$ cat src/rtl/memory_access_pipeline_if.sv
// ---------------------------------------------------------------------------
// memory_access_pipeline_if
//   Data-memory request bus between the MA stage (master) and data memory
//   (slave).
//
//   Handshake: the master raises mem_req and holds it, together with
//   mem_we / mem_addr / mem_wdata, stable until the slave returns a
//   one-cycle mem_ack pulse. mem_rdata is meaningful only in the mem_ack
//   cycle. The request is dropped in the cycle after the ack, and also in
//   the cycle after a timeout or reset abort.
//
//   Signals:
//     mem_req    master->slave  1   request pending
//     mem_we     master->slave  1   1 = store, 0 = load
//     mem_addr   master->slave  32  word-aligned byte address
//     mem_wdata  master->slave  32  store data
//     mem_rdata  slave->master  32  load data, valid with mem_ack
//     mem_ack    slave->master  1   one-cycle completion pulse
// ---------------------------------------------------------------------------
interface memory_access_pipeline_if;
  logic        mem_req;
  logic        mem_we;
  logic [31:0] mem_addr;
  logic [31:0] mem_wdata;
  logic [31:0] mem_rdata;
  logic        mem_ack;

  modport master (
    output mem_req, mem_we, mem_addr, mem_wdata,
    input  mem_rdata, mem_ack
  );

  modport slave (
    input  mem_req, mem_we, mem_addr, mem_wdata,
    output mem_rdata, mem_ack
  );
endinterface

$ cat src/rtl/memory_access_pipeline.sv
// ---------------------------------------------------------------------------
// memory_access_pipeline
//   MA stage of the SimpleRisc pipeline. It sits directly behind the EX->MA
//   latch. Non-memory instructions pass into the MA->RW latch in one cycle.
//   Loads and stores are parked in holding registers and issued on the
//   data-memory bus. Upstream stays frozen (stall) until the access
//   completes or times out.
//
//   Optional feature macro: MEM_MISALIGN_TRAP_EN
//     When defined, a load or store whose aluResult[1:0] != 0 is not issued.
//     It completes on the next edge with bus_err=1 and control_out=0.
//     When undefined, the low address bits are dropped and a word access
//     is made at the aligned address.
//
//   Ports:
//     clk, rst           clock; synchronous active-high reset
//     in_valid           EX->MA latch holds a valid instruction
//     pc, aluResult,     instruction fields; aluResult is the byte address
//     op2, instruction,  for loads and stores, and op2 is the store data
//     control
//     stall              freeze EX->MA latch and upstream (combinational)
//     mem                data-memory bus (master modport)
//     out_valid ..       registered MA->RW latch contents
//     bus_err            registered; 1 only with an aborted or trapped op
//     dbg_state_o        current FSM state (0 = IDLE, 1 = WAIT)
// ---------------------------------------------------------------------------
module memory_access_pipeline #(
  parameter int CTRL_LD_BIT = 13,
  parameter int CTRL_ST_BIT = 14,
  parameter int TIMEOUT_CYC = 16
) (
  input  logic                            clk,
  input  logic                            rst,
  input  logic                            in_valid,
  input  logic [31:0]                     pc,
  input  logic [31:0]                     aluResult,
  input  logic [31:0]                     op2,
  input  logic [31:0]                     instruction,
  input  logic [23:0]                     control,
  output logic                            stall,
  memory_access_pipeline_if.master        mem,
  output logic                            out_valid,
  output logic [31:0]                     pc_out,
  output logic [31:0]                     aluResult_out,
  output logic [31:0]                     instruction_out,
  output logic [31:0]                     ldResult_out,
  output logic [23:0]                     control_out,
  output logic                            bus_err,
  output logic                            dbg_state_o
);

  localparam int CW = $clog2(TIMEOUT_CYC + 1);

  typedef enum logic {
    IDLE = 1'b0,
    WAIT = 1'b1
  } state_t;

  state_t          state_q;
  logic [CW-1:0]   tmo_cnt_q;

  // Holding registers for the in-flight memory op
  logic [31:0]     hold_pc_q;
  logic [31:0]     hold_alu_q;
  logic [31:0]     hold_wdata_q;
  logic [31:0]     hold_instr_q;
  logic [23:0]     hold_ctrl_q;
  logic            hold_ld_q;
  logic            hold_we_q;

  logic            is_st;
  logic            is_ld;
  logic            memop;
  logic            misalign;
  logic            timeout_hit;
  logic            wait_done;

  // Both ld and st set is resolved as a store
  assign is_st = control[CTRL_ST_BIT];
  assign is_ld = control[CTRL_LD_BIT] & ~is_st;
  assign memop = in_valid & (control[CTRL_LD_BIT] | control[CTRL_ST_BIT]);

`ifdef MEM_MISALIGN_TRAP_EN
  assign misalign = memop & (aluResult[1:0] != 2'b00);
`else
  assign misalign = 1'b0;
`endif

  assign timeout_hit = (state_q == WAIT) && (tmo_cnt_q == CW'(TIMEOUT_CYC - 1));
  assign wait_done   = mem.mem_ack | timeout_hit;

  // Stall releases in the completing cycle so upstream advances on the same
  // edge that fills MA->RW. The next instruction is then seen in IDLE.
  always_comb begin
    stall = 1'b0;
    if (state_q == IDLE) stall = memop & ~misalign;
    else                 stall = ~wait_done;
  end

  assign mem.mem_req   = (state_q == WAIT);
  assign mem.mem_we    = hold_we_q;
  assign mem.mem_addr  = {hold_alu_q[31:2], 2'b00};
  assign mem.mem_wdata = hold_wdata_q;
  assign dbg_state_o   = state_q;

  always_ff @(posedge clk) begin
    if (rst) begin
      state_q         <= IDLE;
      tmo_cnt_q       <= '0;
      hold_pc_q       <= '0;
      hold_alu_q      <= '0;
      hold_wdata_q    <= '0;
      hold_instr_q    <= '0;
      hold_ctrl_q     <= '0;
      hold_ld_q       <= 1'b0;
      hold_we_q       <= 1'b0;
      out_valid       <= 1'b0;
      pc_out          <= '0;
      aluResult_out   <= '0;
      instruction_out <= '0;
      ldResult_out    <= '0;
      control_out     <= '0;
      bus_err         <= 1'b0;
    end else begin
      // bus_err is a single-cycle flag that accompanies its out_valid
      bus_err <= 1'b0;
      case (state_q)
        IDLE: begin
          tmo_cnt_q <= '0;
          if (!in_valid) begin
            out_valid   <= 1'b0;
            control_out <= '0;
          end else if (misalign) begin
            // Trapped access: retire immediately with the ld/st suppressed
            out_valid       <= 1'b1;
            pc_out          <= pc;
            aluResult_out   <= aluResult;
            instruction_out <= instruction;
            ldResult_out    <= '0;
            control_out     <= '0;
            bus_err         <= 1'b1;
          end else if (memop) begin
            hold_pc_q    <= pc;
            hold_alu_q   <= aluResult;
            hold_wdata_q <= op2;
            hold_instr_q <= instruction;
            hold_ctrl_q  <= control;
            hold_ld_q    <= is_ld;
            hold_we_q    <= is_st;
            out_valid    <= 1'b0;
            control_out  <= '0;
            state_q      <= WAIT;
          end else begin
            out_valid       <= 1'b1;
            pc_out          <= pc;
            aluResult_out   <= aluResult;
            instruction_out <= instruction;
            ldResult_out    <= '0;
            control_out     <= control;
          end
        end

        WAIT: begin
          if (wait_done) begin
            // Ack beats a same-cycle timeout
            out_valid       <= 1'b1;
            pc_out          <= hold_pc_q;
            aluResult_out   <= hold_alu_q;
            instruction_out <= hold_instr_q;
            control_out     <= hold_ctrl_q;
            ldResult_out    <= (mem.mem_ack && hold_ld_q) ? mem.mem_rdata : 32'h0;
            bus_err         <= ~mem.mem_ack;
            tmo_cnt_q       <= '0;
            state_q         <= IDLE;
          end else begin
            out_valid   <= 1'b0;
            control_out <= '0;
            tmo_cnt_q   <= tmo_cnt_q + CW'(1);
          end
        end

        default: state_q <= IDLE;
      endcase
    end
  end

endmodule
$ cat src/flat_wrapper.sv
// flat-port wrapper written by rule: the top's interface ports become plain ports
module memory_access_pipeline_flat 
#(
  parameter int CTRL_LD_BIT = 13,
  parameter int CTRL_ST_BIT = 14,
  parameter int TIMEOUT_CYC = 16
)
  (clk, rst, in_valid, pc, aluResult, op2, instruction, control, stall, out_valid, pc_out, aluResult_out, instruction_out, ldResult_out, control_out, bus_err, dbg_state_o, mem_mem_req, mem_mem_we, mem_mem_addr, mem_mem_wdata, mem_mem_rdata, mem_mem_ack);
  memory_access_pipeline_if mem_i ();
  input  logic clk;
  input  logic rst;
  input  logic in_valid;
  input  logic [31:0] pc;
  input  logic [31:0] aluResult;
  input  logic [31:0] op2;
  input  logic [31:0] instruction;
  input  logic [23:0] control;
  output logic stall;
  output logic out_valid;
  output logic [31:0] pc_out;
  output logic [31:0] aluResult_out;
  output logic [31:0] instruction_out;
  output logic [31:0] ldResult_out;
  output logic [23:0] control_out;
  output logic bus_err;
  output logic dbg_state_o;
  output wire logic [$bits(mem_i.mem_req)-1:0] mem_mem_req;
  output wire logic [$bits(mem_i.mem_we)-1:0] mem_mem_we;
  output wire logic [$bits(mem_i.mem_addr)-1:0] mem_mem_addr;
  output wire logic [$bits(mem_i.mem_wdata)-1:0] mem_mem_wdata;
  input wire logic [$bits(mem_i.mem_rdata)-1:0] mem_mem_rdata;
  input wire logic [$bits(mem_i.mem_ack)-1:0] mem_mem_ack;
  assign mem_mem_req = mem_i.mem_req;
  assign mem_mem_we = mem_i.mem_we;
  assign mem_mem_addr = mem_i.mem_addr;
  assign mem_mem_wdata = mem_i.mem_wdata;
  assign mem_i.mem_rdata = mem_mem_rdata;
  assign mem_i.mem_ack = mem_mem_ack;
  memory_access_pipeline #(.CTRL_LD_BIT(CTRL_LD_BIT), .CTRL_ST_BIT(CTRL_ST_BIT), .TIMEOUT_CYC(TIMEOUT_CYC)) u_core (.clk(clk), .rst(rst), .in_valid(in_valid), .pc(pc), .aluResult(aluResult), .op2(op2), .instruction(instruction), .control(control), .stall(stall), .mem(mem_i), .out_valid(out_valid), .pc_out(pc_out), .aluResult_out(aluResult_out), .instruction_out(instruction_out), .ldResult_out(ldResult_out), .control_out(control_out), .bus_err(bus_err), .dbg_state_o(dbg_state_o));
endmodule
$ cat config.mk
export PLATFORM = sky130hd
export DESIGN_NAME = memory_access_pipeline_flat
export DESIGN_NICKNAME = d
export VERILOG_FILES = /design/src/rtl/memory_access_pipeline_if.sv /design/src/rtl/memory_access_pipeline.sv /design/src/flat_wrapper.sv
export SDC_FILE = /design/constraint.sdc
export NUM_CORES = 1
export LEC_CHECK = 0
export CORE_MARGIN = 5
export CORE_UTILIZATION = 41
export DETAILED_ROUTE_END_ITERATION = 7
export PLACE_DENSITY = 0.72
export SLEW_MARGIN = 15
export SYNTH_ARGS = -nofsm -noshare
export SYNTH_HDL_FRONTEND = slang
export SYNTH_SLANG_ARGS = --single-unit
$ cat constraint.sdc
create_clock -name clk -period 4.1 [get_ports clk]
set_input_delay 0.615 -clock clk [delete_from_list [all_inputs] [get_ports clk]]
set_output_delay 0.615 -clock clk [all_outputs]
set_load 0.005 [all_outputs]
==> results.json <==
{
  "max_freq_mhz": 338,
  "drv.max_cap_violation_count": 0,
  "cts_hold_repair.buffers": 0,
  "grt_antenna_before_repair": 3,
  "top_layer_used": "met5",
  "global_route_wire_length_before_repair_um": 65800,
  "end_kind": "output port",
  "drt-pass1-iter-count": 5,
  "clock-root-buffer": "sky130_fd_sc_hd__clkbuf_16",
  "die_h_um": 189,
  "via_count": 11700,
  "r2r-end": "u_core.hold_instr_q[27]",
  "worstPathRequired_ns": 3.48,
  "rsz0062_at_grt": "false",
  "die_area_um2": 35900,
  "tritoncts": "yes",
  "most_used_dff_post_synth": "sky130_fd_sc_hd__dfxtp_1",
  "synth.yosys.warnings": 0,
  "cellLeakagePower_nw": 6.09,
  "stdcell_area_um2": 18100,
  "final_util_pct": 57.3,
  "worst_hold_path_endpoint": "u_core.hold_ctrl_q[13]",
  "setup_viol": 0,
  "grt_max_degree": 148,
  "worst_slew_pin_slew_ns": 1.03,
  "io_pins": 410,
  "tritoncts_num_sinks": 313,
  "design.core.area_um2": 31600,
  "vias_per_cell": 5.61,
  "cts_repair_resized_insts": 0,
  "status": "completed",
  "ir_drop_v": 0.000252,
  "synth.yosys.seq_area_share_pct": 47.5,
  "dr.first_iter.drc_count": 677,
  "report.final.hold_viol_count": 0,
  "postCtsSetupBuffers": 0,
  "num_rows": 65,
  "synth_edf_count": 0,
  "place_hpwl_um": 27100,
  "wl_met2_um": 19700,
  "wl_met3_um": 3770,
  "first_global_vias": 11500,
  "layout_common_cells": "406 x sky130_fd_sc_hd__clkdlybuf4s50_1, 312 x sky130_fd_sc_hd__dfxtp_1, 152 x sky130_fd_sc_hd__a21oi_1",
  "launch_point_of_the_worst_hold_path": "u_core.hold_ctrl_q[13]",
  "start_util_pct": 41.7,
  "synth.cell_area_um2": 13200,
  "weighted_congestion_reported_at_the_end_of_routability_driven_placement": 0.800,
  "dpl-instance-area_um2": 17000,
  "slowest_delay_ns": 0.61,
  "chipWidth_um": 189,
  "r2r_cells": 5,
  "clock_tree.buffer_depth": 3,
  "ys_async_sr_fraction_pct": 0,
  "hold_depth": 2,
  "post_route_cells_drive_above_1_share_pct": 11.3,
  "synth.lib_cells_used.distinct": 38,
  "crit_slowest_cell": "sky130_fd_sc_hd__clkdlybuf4s50_1",
  "finalClockSkew_ns": 0.0179,
  "worstHoldPathType": "reg2reg",
  "worst_ep_arrival_time_ns": 2.35,
  "period_minus_slack_ns": 2.96,
  "power_density_cells_nw_per_um2": 425,
  "m1WireLength_um": 17400,
  "count_of_nets_after_finishing": 1856,
  "r2r_setup_slack_ns": 1.28,
  "postRouteWirelength_um": 42300,
  "wire_per_inst_um": 20.2,
  "h-tree-depth": 2,
  "critical_path_s_most_frequent_cell": "sky130_fd_sc_hd__ha_1",
  "drc": 0,
  "clock_latency_ns": 0.50,
  "finalMaxSlewViolations": 0,
  "setup.worst_path.class": "reg2out",
  "gr-total-overflow": 0,
  "ys_ff_latch": 313,
  "syn_to_final_growth_pct": 37.4,
  "buffer_ports.inserted": 407,
  "post_synth.cell_area_avg_um2": 9.51,
  "syn-instance-count": 1389,
  "worstPathCellList": "ha_1, and3_1, ha_1, o22ai_1, clkdlybuf4s50_1",
  "clk_pin_slew_worst_paths_ns": 0.06,
  "groute.usage.overall_pct": 22.2,
  "cts_buffers": 36,
  "drt.antenna.violating_nets": 0,
  "critPathLaunchType": "flip-flop",
  "timing.critical_path.fanout_max": 5,
  "leading_cell_type_in_the_layout_fill_and_taps_excluded": "sky130_fd_sc_hd__clkdlybuf4s50_1",
  "final_clock_period_utilization_by_the_worst_path_pct": 72.2,
  "r2r_start": "u_core.dbg_state_o",
  "relative_max_transition_margin_pct": 31.0,
  "final.setup.tns_ns": 0
}
[registers in the layout, summed over array words and instances, names as in the netlist]
| signal | flops |
|---|---|
| u_core.ldResult_out | 32 |
| u_core.bus_err | 1 |
| u_core.hold_alu_q | 32 |
| u_core.pc_out | 32 |
| u_core.out_valid | 1 |
| u_core.aluResult_out | 32 |
| u_core.mem.mem_wdata | 32 |
| u_core.hold_instr_q | 32 |
| u_core.hold_pc_q | 32 |
| u_core.hold_ctrl_q | 24 |
| u_core.instruction_out | 32 |
| u_core.dbg_state_o | 1 |
| u_core.control_out | 24 |
| u_core.tmo_cnt_q | 5 |
| u_core.hold_ld_q | 1 |
[metrics by stage]
step	hold slack, ns	setup slack, ns	power [mW]	instances
floorplan	0.418	2.17	4.09	1390
detailed placement	0.456	0.960	4.72	2030
finish	0.457	1.14	7.71	2090
CTS	0.463	1.09	7.81	2089
global route	0.472	1.04	8.05	2090
global placement	0.429	0.979	4.70	2030
[critical path: cells and delay by family, from the launching register on]
| family | cells | cell delay (ns) |
|---|---|---|
| buf+inv | 1 | 0.61 |
| fa+ha+maj | 2 | 0.50 |
| flops | 1 | 0.32 |
| compound gates | 1 | 0.24 |
| simple gates | 1 | 0.19 |
[power by group]
| part | internal (mW) | leakage, nW | switching [mW] |
|---|---|---|---|
| Sequential | 3.24 | 2.57 | 0.115 |
| Clock | 1.83 | 0.547 | 1.22 |
| Combinational | 0.684 | 2.98 | 0.614 |
[cells in the mapped netlist (2+ instances only)]
master	number	area [um2]
sky130_fd_sc_hd__a211oi_1	16	120
sky130_fd_sc_hd__a211oi_2	80	1000
sky130_fd_sc_hd__a21oi_1	152	761
sky130_fd_sc_hd__a22oi_1	22	165
sky130_fd_sc_hd__a2bb2oi_1	2	17.5
sky130_fd_sc_hd__a2bb2oi_2	30	450
sky130_fd_sc_hd__and2_1	2	12.5
sky130_fd_sc_hd__buf_1	6	22.5
sky130_fd_sc_hd__buf_2	66	330
sky130_fd_sc_hd__buf_4	56	420
sky130_fd_sc_hd__buf_6	3	33.8
sky130_fd_sc_hd__clkbuf_1	58	218
sky130_fd_sc_hd__dfxtp_1	313	6270
sky130_fd_sc_hd__ha_1	2	25.0
sky130_fd_sc_hd__inv_1	3	11.3
sky130_fd_sc_hd__mux2i_1	96	961
sky130_fd_sc_hd__nand2_1	34	128
sky130_fd_sc_hd__nand2b_1	2	12.5
sky130_fd_sc_hd__nand3_1	151	756
sky130_fd_sc_hd__nand3b_1	2	15.0
sky130_fd_sc_hd__nor2_1	28	105
sky130_fd_sc_hd__nor2b_1	3	18.8
sky130_fd_sc_hd__nor3_1	96	480
sky130_fd_sc_hd__nor3b_1	2	15.0
sky130_fd_sc_hd__o21ai_0	150	751
sky130_fd_sc_hd__or3_1	2	12.5
[area by class of cell]
| class | count | area, um2 |
|---|---|---|
| Sequential cell | 313 | 6270 |
| Clock buffer | 53 | 1060 |
| Clock inverter | 6 | 57.6 |
| Fill cell | 2766 | 13500 |
| Tap cell | 402 | 503 |
| Antenna cell | 1 | 2.50 |
| Multi-Input combinational cell | 885 | 5950 |
| Inverter | 3 | 11.3 |
| Timing Repair Buffer | 427 | 4290 |
[routing by layer]
layer | up-vias | global-route usage, %
met5 | - | 0
met4 | 4 | 7.04
met3 | 81 | 6.91
met2 | 402 | 35.4
met1 | 5692 | 28.9
li1 | 5555 | -
[logic make-up after synthesis]
kind of cell    count (synthesis)  share of synthesized area, %
compound gates                455                          24.9
xor+xnor                        2                         0.133
fa+ha+maj                       2                         0.190
buf+inv                       192                          7.85
flops                         313                          47.5
mux                            96                          7.28
other cells                     1                        0.0284
simple gates                  328                          12.2
[how the worst max path moves through the flow]
stage,endpoint,slack (ns),startpoint
finish,stall,1.14,u_core.tmo_cnt_q[0]
CTS,stall,1.09,u_core.tmo_cnt_q[0]
global placement,u_core.hold_instr_q[27],0.98,in_valid
global route,stall,1.04,u_core.tmo_cnt_q[0]
detailed placement,u_core.hold_ctrl_q[11],0.96,in_valid
floorplan,u_core.ldResult_out[10],2.17,u_core.tmo_cnt_q[0]
Power figures use the tool's default switching activity.
